===== config.mk =====
export PLATFORM = sky130hd
export DESIGN_NAME = mips_instr_encoder
export DESIGN_NICKNAME = d
export VERILOG_FILES = /design/src/rtl/mips_isa_pkg.sv /design/src/rtl/mips_instr_pack.sv /design/src/rtl/mips_instr_encoder.sv
export SDC_FILE = /design/constraint.sdc
export NUM_CORES = 1
export LEC_CHECK = 0
export CORE_ASPECT_RATIO = 0.9
export CORE_MARGIN = 8
export CORE_UTILIZATION = 44
export CTS_BUF_LIST = sky130_fd_sc_hd__clkbuf_8
export CTS_CLUSTER_DIAMETER = 30
export DETAILED_ROUTE_END_ITERATION = 8
export PLACE_DENSITY = 0.82
export REMOVE_ABC_BUFFERS = 1
export SYNTH_ARGS = -nofsm -noshare
export SYNTH_HDL_FRONTEND = slang
export SYNTH_HIERARCHICAL = 1
export SYNTH_SLANG_ARGS = --single-unit

===== constraint.sdc =====
create_clock -name clk -period 2.14 [get_ports clk]
set_clock_uncertainty 0.15 [all_clocks]
set_input_delay 0.321 -clock clk [delete_from_list [all_inputs] [get_ports clk]]
set_output_delay 0.321 -clock clk [all_outputs]
set_load 0.05 [all_outputs]

===== src/rtl/mips_isa_pkg.sv =====
// Shared MIPS ISA encoding tables for the instruction encoder and the control decoder.
// Latency: none (types, constants and pure functions only).
// Backpressure: not applicable.
package mips_isa_pkg;

    // Symbolic request opcodes on the loader interface; 10..15 are illegal
    typedef enum logic [3:0] {
        OP_ADD  = 4'd0,
        OP_SUB  = 4'd1,
        OP_AND  = 4'd2,
        OP_OR   = 4'd3,
        OP_SLT  = 4'd4,
        OP_ADDI = 4'd5,
        OP_LW   = 4'd6,
        OP_SW   = 4'd7,
        OP_BEQ  = 4'd8,
        OP_J    = 4'd9
    } in_op_e;

    // Primary opcode field, bits [31:26]
    localparam logic [5:0] OPC_RTYPE = 6'b000000;
    localparam logic [5:0] OPC_ADDI  = 6'b001000;
    localparam logic [5:0] OPC_LW    = 6'b100011;
    localparam logic [5:0] OPC_SW    = 6'b101011;
    localparam logic [5:0] OPC_BEQ   = 6'b000100;
    localparam logic [5:0] OPC_J     = 6'b000010;

    // R-type function field, bits [5:0]
    localparam logic [5:0] FUNCT_ADD = 6'b100000;
    localparam logic [5:0] FUNCT_SUB = 6'b100010;
    localparam logic [5:0] FUNCT_AND = 6'b100100;
    localparam logic [5:0] FUNCT_OR  = 6'b100101;
    localparam logic [5:0] FUNCT_SLT = 6'b101010;

    // sll $0,$0,0 -- the canonical MIPS no-op
    localparam logic [31:0] NOP_WORD = 32'h0000_0000;

    // Program-load sequencing states of the encoder
    typedef enum logic [1:0] {
        ST_IDLE  = 2'd0,
        ST_RUN   = 2'd1,
        ST_DRAIN = 2'd2,
        ST_DONE  = 2'd3
    } enc_state_e;

    function automatic logic [31:0] rtype_word(input logic [4:0] rs, input logic [4:0] rt,
                                               input logic [4:0] rd, input logic [5:0] funct);
        return {OPC_RTYPE, rs, rt, rd, 5'b00000, funct};
    endfunction

    function automatic logic [31:0] itype_word(input logic [5:0] opc, input logic [4:0] rs,
                                               input logic [4:0] rt, input logic [15:0] imm);
        return {opc, rs, rt, imm};
    endfunction

    // Ops that transfer control and therefore own a delay slot
    function automatic logic is_ctrl_xfer(input logic [3:0] op);
        return (op == OP_BEQ) || (op == OP_J);
    endfunction

endpackage


===== src/rtl/mips_instr_pack.sv =====
// Packs one symbolic request into a 32-bit MIPS word and flags illegal ops.
// Latency: purely combinational.
// Backpressure: none; caller decides when the result is consumed.
module mips_instr_pack
    import mips_isa_pkg::*;
(
    input  logic [3:0]  op,
    input  logic [4:0]  rs,
    input  logic [4:0]  rt,
    input  logic [4:0]  rd,
    input  logic [15:0] imm,
    input  logic [25:0] target,
    output logic [31:0] word,
    output logic        illegal
);

    // Select the instruction format and field values for the requested op
    always_comb begin
        word    = NOP_WORD;
        illegal = 1'b0;
        case (op)
            OP_ADD:  word = rtype_word(rs, rt, rd, FUNCT_ADD);
            OP_SUB:  word = rtype_word(rs, rt, rd, FUNCT_SUB);
            OP_AND:  word = rtype_word(rs, rt, rd, FUNCT_AND);
            OP_OR:   word = rtype_word(rs, rt, rd, FUNCT_OR);
            OP_SLT:  word = rtype_word(rs, rt, rd, FUNCT_SLT);
            OP_ADDI: word = itype_word(OPC_ADDI, rs, rt, imm);
            OP_LW:   word = itype_word(OPC_LW, rs, rt, imm);
            OP_SW:   word = itype_word(OPC_SW, rs, rt, imm);
            OP_BEQ:  word = itype_word(OPC_BEQ, rs, rt, imm);
            OP_J:    word = {OPC_J, target};
            default: illegal = 1'b1;
        endcase
    end

endmodule


===== src/rtl/mips_instr_encoder.sv =====
// Streams symbolic requests as encoded MIPS words to sequential imem addresses.
// Latency: 1 cycle accept-to-out_valid; one word per cycle sustained.
// Backpressure: one-entry output register, in_ready = !out_valid || out_ready.
// Optional build macro MIPS_ENC_DELAY_SLOT_EN inserts a NOP after each BEQ/J.
module mips_instr_encoder
    import mips_isa_pkg::*;
#(
    parameter int ADDR_W    = 8,
    parameter int BASE_ADDR = 0
) (
    input  logic              clk,
    input  logic              rst,
    input  logic              start,
    input  logic              start_base_sel,
    input  logic [ADDR_W-1:0] start_base,
    input  logic              in_valid,
    output logic              in_ready,
    input  logic [3:0]        in_op,
    input  logic [4:0]        in_rs,
    input  logic [4:0]        in_rt,
    input  logic [4:0]        in_rd,
    input  logic [15:0]       in_imm,
    input  logic [25:0]       in_target,
    input  logic              in_last,
    output logic              out_valid,
    input  logic              out_ready,
    output logic [ADDR_W-1:0] out_addr,
    output logic [31:0]       out_word,
    output logic              busy,
    output logic              done,
    output logic              err_illegal,
    output logic [ADDR_W-1:0] word_count
);

    localparam logic [ADDR_W-1:0] BASE_A = ADDR_W'(BASE_ADDR);

    enc_state_e        state_q, state_d;
    logic              out_valid_q, out_valid_d;
    logic [ADDR_W-1:0] out_addr_q, out_addr_d;
    logic [31:0]       out_word_q, out_word_d;
    logic [ADDR_W-1:0] next_addr_q, next_addr_d;
    logic [ADDR_W-1:0] count_q, count_d;
    logic              err_q, err_d;

    logic              in_ready_c;
    logic              slot_free;
    logic              slot_pend;
    logic              load_en;
    logic [31:0]       load_word;
    logic [31:0]       pack_word;
    logic              pack_illegal;

`ifdef MIPS_ENC_DELAY_SLOT_EN
    // Set when a BEQ/J has been loaded and its delay-slot NOP is still owed
    logic              slot_q, slot_d;
    logic              load_ctrl;
    assign slot_pend = slot_q;
`else
    assign slot_pend = 1'b0;
`endif

    mips_instr_pack u_pack (
        .op      (in_op),
        .rs      (in_rs),
        .rt      (in_rt),
        .rd      (in_rd),
        .imm     (in_imm),
        .target  (in_target),
        .word    (pack_word),
        .illegal (pack_illegal)
    );

    // Next-state, request acceptance and output-register loading
    always_comb begin
        state_d     = state_q;
        out_valid_d = out_valid_q;
        out_addr_d  = out_addr_q;
        out_word_d  = out_word_q;
        next_addr_d = next_addr_q;
        count_d     = count_q;
        err_d       = err_q;
        in_ready_c  = 1'b0;
        load_en     = 1'b0;
        load_word   = NOP_WORD;
`ifdef MIPS_ENC_DELAY_SLOT_EN
        load_ctrl   = 1'b0;
`endif
        // The output slot can take a new word if empty or draining this cycle
        slot_free = !out_valid_q || out_ready;
        if (out_valid_q && out_ready) begin
            out_valid_d = 1'b0;
        end

        case (state_q)
            ST_IDLE: begin
                if (start) begin
                    state_d     = ST_RUN;
                    next_addr_d = start_base_sel ? start_base : BASE_A;
                    count_d     = '0;
                    err_d       = 1'b0;
                end
            end
            ST_RUN: begin
                if (slot_pend) begin
                    // Delay-slot NOP takes this cycle; the request waits
                    load_en = slot_free;
                end else begin
                    in_ready_c = slot_free;
                    if (in_valid && slot_free) begin
                        if (pack_illegal) begin
                            err_d = 1'b1;
                        end else begin
                            load_en   = 1'b1;
                            load_word = pack_word;
`ifdef MIPS_ENC_DELAY_SLOT_EN
                            load_ctrl = is_ctrl_xfer(in_op);
`endif
                        end
                        if (in_last) begin
                            state_d = ST_DRAIN;
                        end
                    end
                end
            end
            ST_DRAIN: begin
                if (slot_pend) begin
                    load_en = slot_free;
                end else if (slot_free) begin
                    state_d = ST_DONE;
                end
            end
            ST_DONE: begin
                state_d = ST_IDLE;
            end
            default: begin
                state_d = ST_IDLE;
            end
        endcase

        if (load_en) begin
            out_valid_d = 1'b1;
            out_word_d  = load_word;
            out_addr_d  = next_addr_q;
            next_addr_d = next_addr_q + 1'b1;
            count_d     = count_q + 1'b1;
        end
`ifdef MIPS_ENC_DELAY_SLOT_EN
        // A load while a NOP is owed is the NOP itself, which settles the debt
        slot_d = load_ctrl || (slot_q && !load_en);
`endif
    end

    // State and datapath registers; reset discards any pending word
    always_ff @(posedge clk) begin
        if (rst) begin
            state_q     <= ST_IDLE;
            out_valid_q <= 1'b0;
            out_addr_q  <= '0;
            out_word_q  <= '0;
            next_addr_q <= '0;
            count_q     <= '0;
            err_q       <= 1'b0;
        end else begin
            state_q     <= state_d;
            out_valid_q <= out_valid_d;
            out_addr_q  <= out_addr_d;
            out_word_q  <= out_word_d;
            next_addr_q <= next_addr_d;
            count_q     <= count_d;
            err_q       <= err_d;
        end
    end

`ifdef MIPS_ENC_DELAY_SLOT_EN
    // Delay-slot debt flag
    always_ff @(posedge clk) begin
        if (rst) begin
            slot_q <= 1'b0;
        end else begin
            slot_q <= slot_d;
        end
    end
`endif

    assign in_ready    = in_ready_c;
    assign out_valid   = out_valid_q;
    assign out_addr    = out_addr_q;
    assign out_word    = out_word_q;
    assign busy        = (state_q != ST_IDLE);
    assign done        = (state_q == ST_DONE);
    assign err_illegal = err_q;
    assign word_count  = count_q;

endmodule


==> results_dict.tcl <==
set metrics [dict create \
    cts_root_buf "clkbuf_8" \
    drt_wl_total_um 9445 \
    cts_made_buffers 9 \
    clock-sinks 60 \
    power.density_mw_per_mm2 781.4 \
    netlist_instances 381 \
    post-route-period-util_pct 97.10 \
    setup_ws_ns 0.06197 \
    hold_path.class "reg -> reg" \
    antenna_cells 0 \
    p_seq_share_pct 35.0 \
    criticalPathCategory "reg -> out" \
    fin_nets 608 \
    antenna_found_initial 0 \
    htree_levels 3 \
    r2r_cells 7 \
    grt_max_degree 31 \
    grt_use_total_pct 19.10 \
    critPathMaxFanout 6 \
    cp_slowest_cell "clkdlybuf4s50_1" \
    startpoint "word_count[2]$_SDFFE_PP0P_" \
    worstSetupEndpoint "word_count[2]" \
    rr_endpoint "next_addr_q[6]$_SDFFE_PP0P_" \
    synth-seq-cells 60 \
    fp.dieH_um 95.28 \
    synth_flop_cell "dfxtp_1" \
    die_w_um 104.1 \
    area_growth_pct 57.04 \
    vias_per_cell 5.239 \
    die-area_mm2 0.009918 \
    cp_num_cells 1 \
    globalplace.congestion 0.8266 \
    rrSetupSlack_ns 0.13 \
    p_comb_share_pct 38.9 \
    grt_pass1_vias 3188 \
    clkTransAtPathRegs_ns 0.07 \
    crit_path_max_incr_delay_ns 0.85 \
    critPathCaptureType "output port" \
    relSlewSlack_pct 62.40 \
    p_leak_uw 0.001821 \
    critical_path_required_ns 1.67 \
    clock.fmax_mhz 481.2 \
    syn_area_per_cell_um2 8.065 \
    post-dp-hpwl_um 7304 \
    synth_warnings 6 \
    status "finished clean" \
    port_buffers 128 \
    critPathTopFamily "buffers and inverters" \
    worstReg2RegStart "state_q[1]$_SDFFE_PP0P_" \
    worstMarginPinSlew_ns 0.5622 \
    ys_types 53 \
    cts_setup_buffers 0 \
    final_util_pct 70.00 \
    internal-power_uw 2427 \
    ir_worst_vdd_mv 0.9849 \
    dp_slack_ns -0.2306 \
    hold_viol_final 0 \
    vias 3264 \
    initial_core_util_pct 44.57 \
    switchingPower_uw 1344 \
    drive_gt1_share_pct 15.66 \
    slew_violations 0 \
    grt_pass1_wl_um 15410 \
    wire_per_inst_um 15.16 \
    first_pass_iters 5 \
    critPathArrivalTime_ns 1.61 \
    yosysSeqAreaShare_pct 39.09 \
    p_clk_share_pct 26.0 \
    core_area_mm2 0.006894 \
    ant_nets 0 \
    num_rows 29 \
    path_cells "clkdlybuf4s50_1" \
    synth_area_mm2 0.003073 \
    hold_buffers 0 \
    stdcell_count 623 \
    drv_cap 0 \
    cp_num_buf_inv 1 \
    ioPinCount 129 \
    swShare_pct 35.65 \
    start_kind "flip-flop" \
    drt_iter0_drc 123 \
    synth_edf_count 0 \
    min_period_ns 2.078 \
    setup_viol 0 \
    clock_latency_ns 0.33 \
    cts_buffer_depth 2 \
    drc 0 \
    dp.cells 608 \
    tritoncts "built" \
    grt.overflow.total 0 \
    finalPower_uw 3771 \
    async_flop_share_pct 0 \
]
how the worst min path moves through the flow:
stage,cells after the start,endpoint,slack [ns],from
floorplan,1,err_illegal$_SDFFE_PP0P_,0.24,rst
global placement,2,out_word[14]$_SDFFE_PP0P_,0.29,out_word[14]$_SDFFE_PP0P_
detailed placement,2,out_word[27]$_SDFFE_PP0P_,0.30,out_word[27]$_SDFFE_PP0P_
CTS,2,word_count[0]$_SDFFE_PP0P_,0.28,rst
global route,2,word_count[0]$_SDFFE_PP0P_,0.31,rst
finish,2,out_word[15]$_SDFFE_PP0P_,0.30,out_word[15]$_SDFFE_PP0P_
state kept, by name, indices dropped and copies added, names as in the netlist:
name         cells
state_q          2
out_addr         8
out_valid        1
err_illegal      1
next_addr_q      8
word_count       8
out_word        32
power by group through the flow:
stage / clock (µW) / sequential (µW) / combinational (µW)
6_report: 982 / 1320 / 1470
5_1_grt: 1050 / 1340 / 1590
4_1_cts: 1010 / 1320 / 1450
3_5_place_dp: 0 / 1340 / 1440
3_3_place_gp: 0 / 1340 / 1410
2_1_floorplan: 0 / 1470 / 634
worst register-to-register path, cell delays in order, from the launching register on:
cell and delay [ns]:
dfxtp_1 0.34, inv_1 0.09, ha_1 0.25, nand2_2 0.09
buf_4 0.17, nor4_2 0.28, a211oi_1 0.12, a2111oi_0 0.39
what timing repair did:
item | in CTS | in global routing
resized for setup | 0 | 7
endpoints found under the hold margin | 0 | 0
endpoints found under the setup margin | 0 | 12
layer usage:
layer  global-route usage, %  vias up  wire (µm)
met2                   33.46      108       4626
met3                   6.554        4        557
met4                   4.693        0         24
met5                       0        -          0
met1                   22.17     1519       4236
li1                        -     1633          -
final cells by class:
type | instances | area, µm²
fill | 546 | 2068
multi-input combinational | 287 | 1709
timing repair buffer | 163 | 1590
sequential | 60 | 1201
clock buffer | 10 | 137.6
tap | 93 | 116.4
clock inverter | 5 | 52.55
inverter | 5 | 18.77
kinds of logic (layout without fill, tap and decap cells):
group | Yosys count | after routing | share of synthesized area, %
compound gates | 116 | 116 | 26.26
fa+ha+maj | 6 | 6 | 2.443
buf+inv | 34 | 183 | 6.067
flops | 60 | 60 | 39.09
mux | 5 | 5 | 1.710
other cells | 1 | 1 | 0.1220
simple gates | 159 | 159 | 24.31
synthesized netlist by cell type, drive strengths merged (3+ instances only):
| cell type | count | share of area [%] |
|---|---|---|
| nand2 | 98 | 12 |
| dfxtp | 60 | 39 |
| a21oi | 51 | 8.3 |
| buf | 17 | 4.0 |
| a22o | 16 | 4.8 |
| clkbuf | 12 | 1.5 |
| nand3 | 12 | 2.0 |
| nor2 | 10 | 1.2 |
| and2 | 9 | 1.9 |
| o21ai | 9 | 1.6 |
| a211oi | 7 | 1.7 |
| nand2b | 7 | 1.4 |
| nor3 | 7 | 1.6 |
| a221o | 6 | 2.1 |
| ha | 6 | 2.4 |
| a311oi | 5 | 1.4 |
| and3 | 5 | 1.0 |
| inv | 5 | 0.61 |
| mux2i | 3 | 0.98 |
metrics by stage:
step                      hold WS, ns  area (µm²)  setup TNS, ns
after floorplan                0.2401        2905         -40.46
after global placement         0.2914        4611         -5.336
after detailed placement       0.2953        4611         -6.569
after CTS                      0.2780        4801              0
after global routing           0.3109        4826     -0.0006508
final                          0.3003        4826              0
layout by cell type, fill, tap and decap left out, types with 7 or more instances in the layout:
cell / synthesis / final
a211oi_1: 7 / 7
clkbuf_8: 0 / 10
o21ai_0: 8 / 8
buf_4: 5 / 33
nand2b_1: 7 / 7
nand2_1: 97 / 97
and2_1: 8 / 8
a22o_1: 10 / 10
clkdlybuf4s50_1: 0 / 122
dfxtp_1: 60 / 60
a21oi_1: 51 / 51
nand3_1: 12 / 12
nor2_1: 10 / 10
(Power assumes the default switching activity.)
==> edit: new RTL, same flow settings <==
Set the parameter `ADDR_W` to 6 (it was 8).
--- a/src/rtl/mips_instr_encoder.sv
+++ b/src/rtl/mips_instr_encoder.sv
@@ -5,7 +5,7 @@
 module mips_instr_encoder
     import mips_isa_pkg::*;
 #(
-    parameter int ADDR_W    = 8,
+    parameter int ADDR_W    = 6,
     parameter int BASE_ADDR = 0
 ) (
     input  logic              clk,
Ports: changed (resized out_addr, start_base and word_count); port bits go from 129 to 123. The function was not compared with the original's and may differ.
==> edit against the unedited design <==
  * Setup slack gained 28 ps
  * Clock power shrank 41%
  * Wire length fell by 8.1%
  * Largest cell class unchanged
  * Critical path type unchanged
  * Combinational power fell by 13%
  * Area after synthesis fell by 11%
  * Total power decreased by 20%
  * Global-route usage down 0.35 points
  * Sequential cell count fell by 6
  * Cell count decreased by 13%
  * Design area down 12%
  * Critical path depth is the same
==> edit: results (changes against the unedited design) <==
Setup path
  • Reg2Reg Depth: 6 (-1)
  • Worst Setup SP: word_count[3]
  • RR Endpoint: word_count[4]
  • Crit path DAT: 1580 ps (-30 ps)
  • Crit path capture: word_count[3]

Clocking
  • Clock buffer depth: 2 (unchanged)
  • Clock slew at reported path FFs: 100 ps (+30 ps)
  • CTS buffer count: 5 (-4)
  • Htree depth: 2 (-1)
  • Skew-Pair Late Insertion Delay: 310 ps (-20 ps)

Synth
  • Number of distinct library cells after synthesis: 48 (-9.4%)
  • Dominant cells by area after synthesis: dfxtp_1, nand2_1, a21oi_1, a22o_1, ha_1
  • Seq/Total Area, Yosys: 39.36% (+0.27 points)
  • Synth Register Bits: 54 (-10%)

Global routing
  • All-Layer GR Usage: 18.75% (-0.35 points)
  • Vias in the first global route: 2,976 (-6.6%)
  • Largest net degree at the start of global routing: 36 (+16%)
  • First-pass GRT wire length: 14,080 um (-8.7%)

Worst hold path
  • Hold path startpoint: rst
  • Hold-critical path endpoint: out_addr[4]

Timing
  • Final worst slack: 90.30 ps (+28.33 ps)
  • Slew headroom: 62.42% (about the same)
  • Hold WS: 259.9 ps (-40.32 ps)

Placement
  • HPWL Detailed: 6766 um (-7.4%)
  • Setup slack at placement: -230.9 ps (-0.2840 ps)
  • PortBufs: 122 (-4.7%)
  • Dpl cell area: 0.004167 mm^2 (-9.6%)
  • Placed Instances: 534 (-12%)

Final layout
  • # fillers: 489 (-10%)
  • Core Util, Final: 70.08% (+0.082 points)
  • Share of cells above drive strength 1: 14.26% (-1.4 points)
  • Nets: 549 (-9.7%)

Power and ir drop
  • Peak VDD IR: 727.8 uV (-26%)

Drt
  • DR WL/cell: 16.02 um (+5.6%)
  • Total number of vias: 2,888 (-12%)
  • First-pass DRT Iterations: 6 (+1)
  • Initial DRC Count: 122 (-0.81%)
  • Detailed-route wire length: 8681 um (-8.1%)

Status
  • Status: finished clean
## edit: cell types whose count changed after synthesis, moves of 4 or more
cell / unedited run / this run
nand2_1: 97 / 85
dfxtp_1: 60 / 54
nor2_1: 10 / 4
a211oi_1: 7 / 2
nand2b_1: 7 / 3
nor3_1: 4 / 0
## edit: where the power goes
group	leakage (nW)	switching, mW	internal [mW]
clock network	0.0441	0.344	0.231
registers	0.437	0.0803	1.10
logic	1.14	0.715	0.563
total	1.62	1.14	1.89
## edit: metal layers
| metal | routed length, um | vias to the layer above | part of all wire (%) | global-route usage [%] |
|---|---|---|---|---|
| met1 | 3645 | 1329 | 42 | 20.66 |
| met5 | 0 | - | 0 | 0 |
| met3 | 604 | 9 | 7.0 | 5.339 |
| li1 | - | 1453 | - | - |
| met2 | 4323 | 97 | 50 | 34.10 |
| met4 | 107 | 0 | 1.2 | 5.290 |
## edit: cell type report
class                           instances  share of cell area, %
Clock inverter                          3                 0.4991
Inverter                                4                 0.3523
Sequential cell                        54                  25.37
Timing Repair Buffer                  151                  34.73
Tap cell                               72                  2.114
Multi-Input combinational cell        253                  35.32
Clock buffer                            5                  1.615
## edit: cell families (layout without fill, tap and decap cells)
group | count (synthesis) | after routing | share of synthesized area [%]
simple gates | 133 | 133 | 23.46
compound gates | 109 | 109 | 26.61
mux | 4 | 4 | 1.549
other cells | 1 | 1 | 0.1365
flops | 54 | 54 | 39.36
fa+ha+maj | 6 | 6 | 2.733
buf+inv | 30 | 163 | 6.150
## edit: what timing repair did
action / 4_1_cts / 5_1_grt
endpoints found under the hold margin: 0 / 0
resized for setup: 0 / 2
endpoints found under the setup margin: 0 / 6
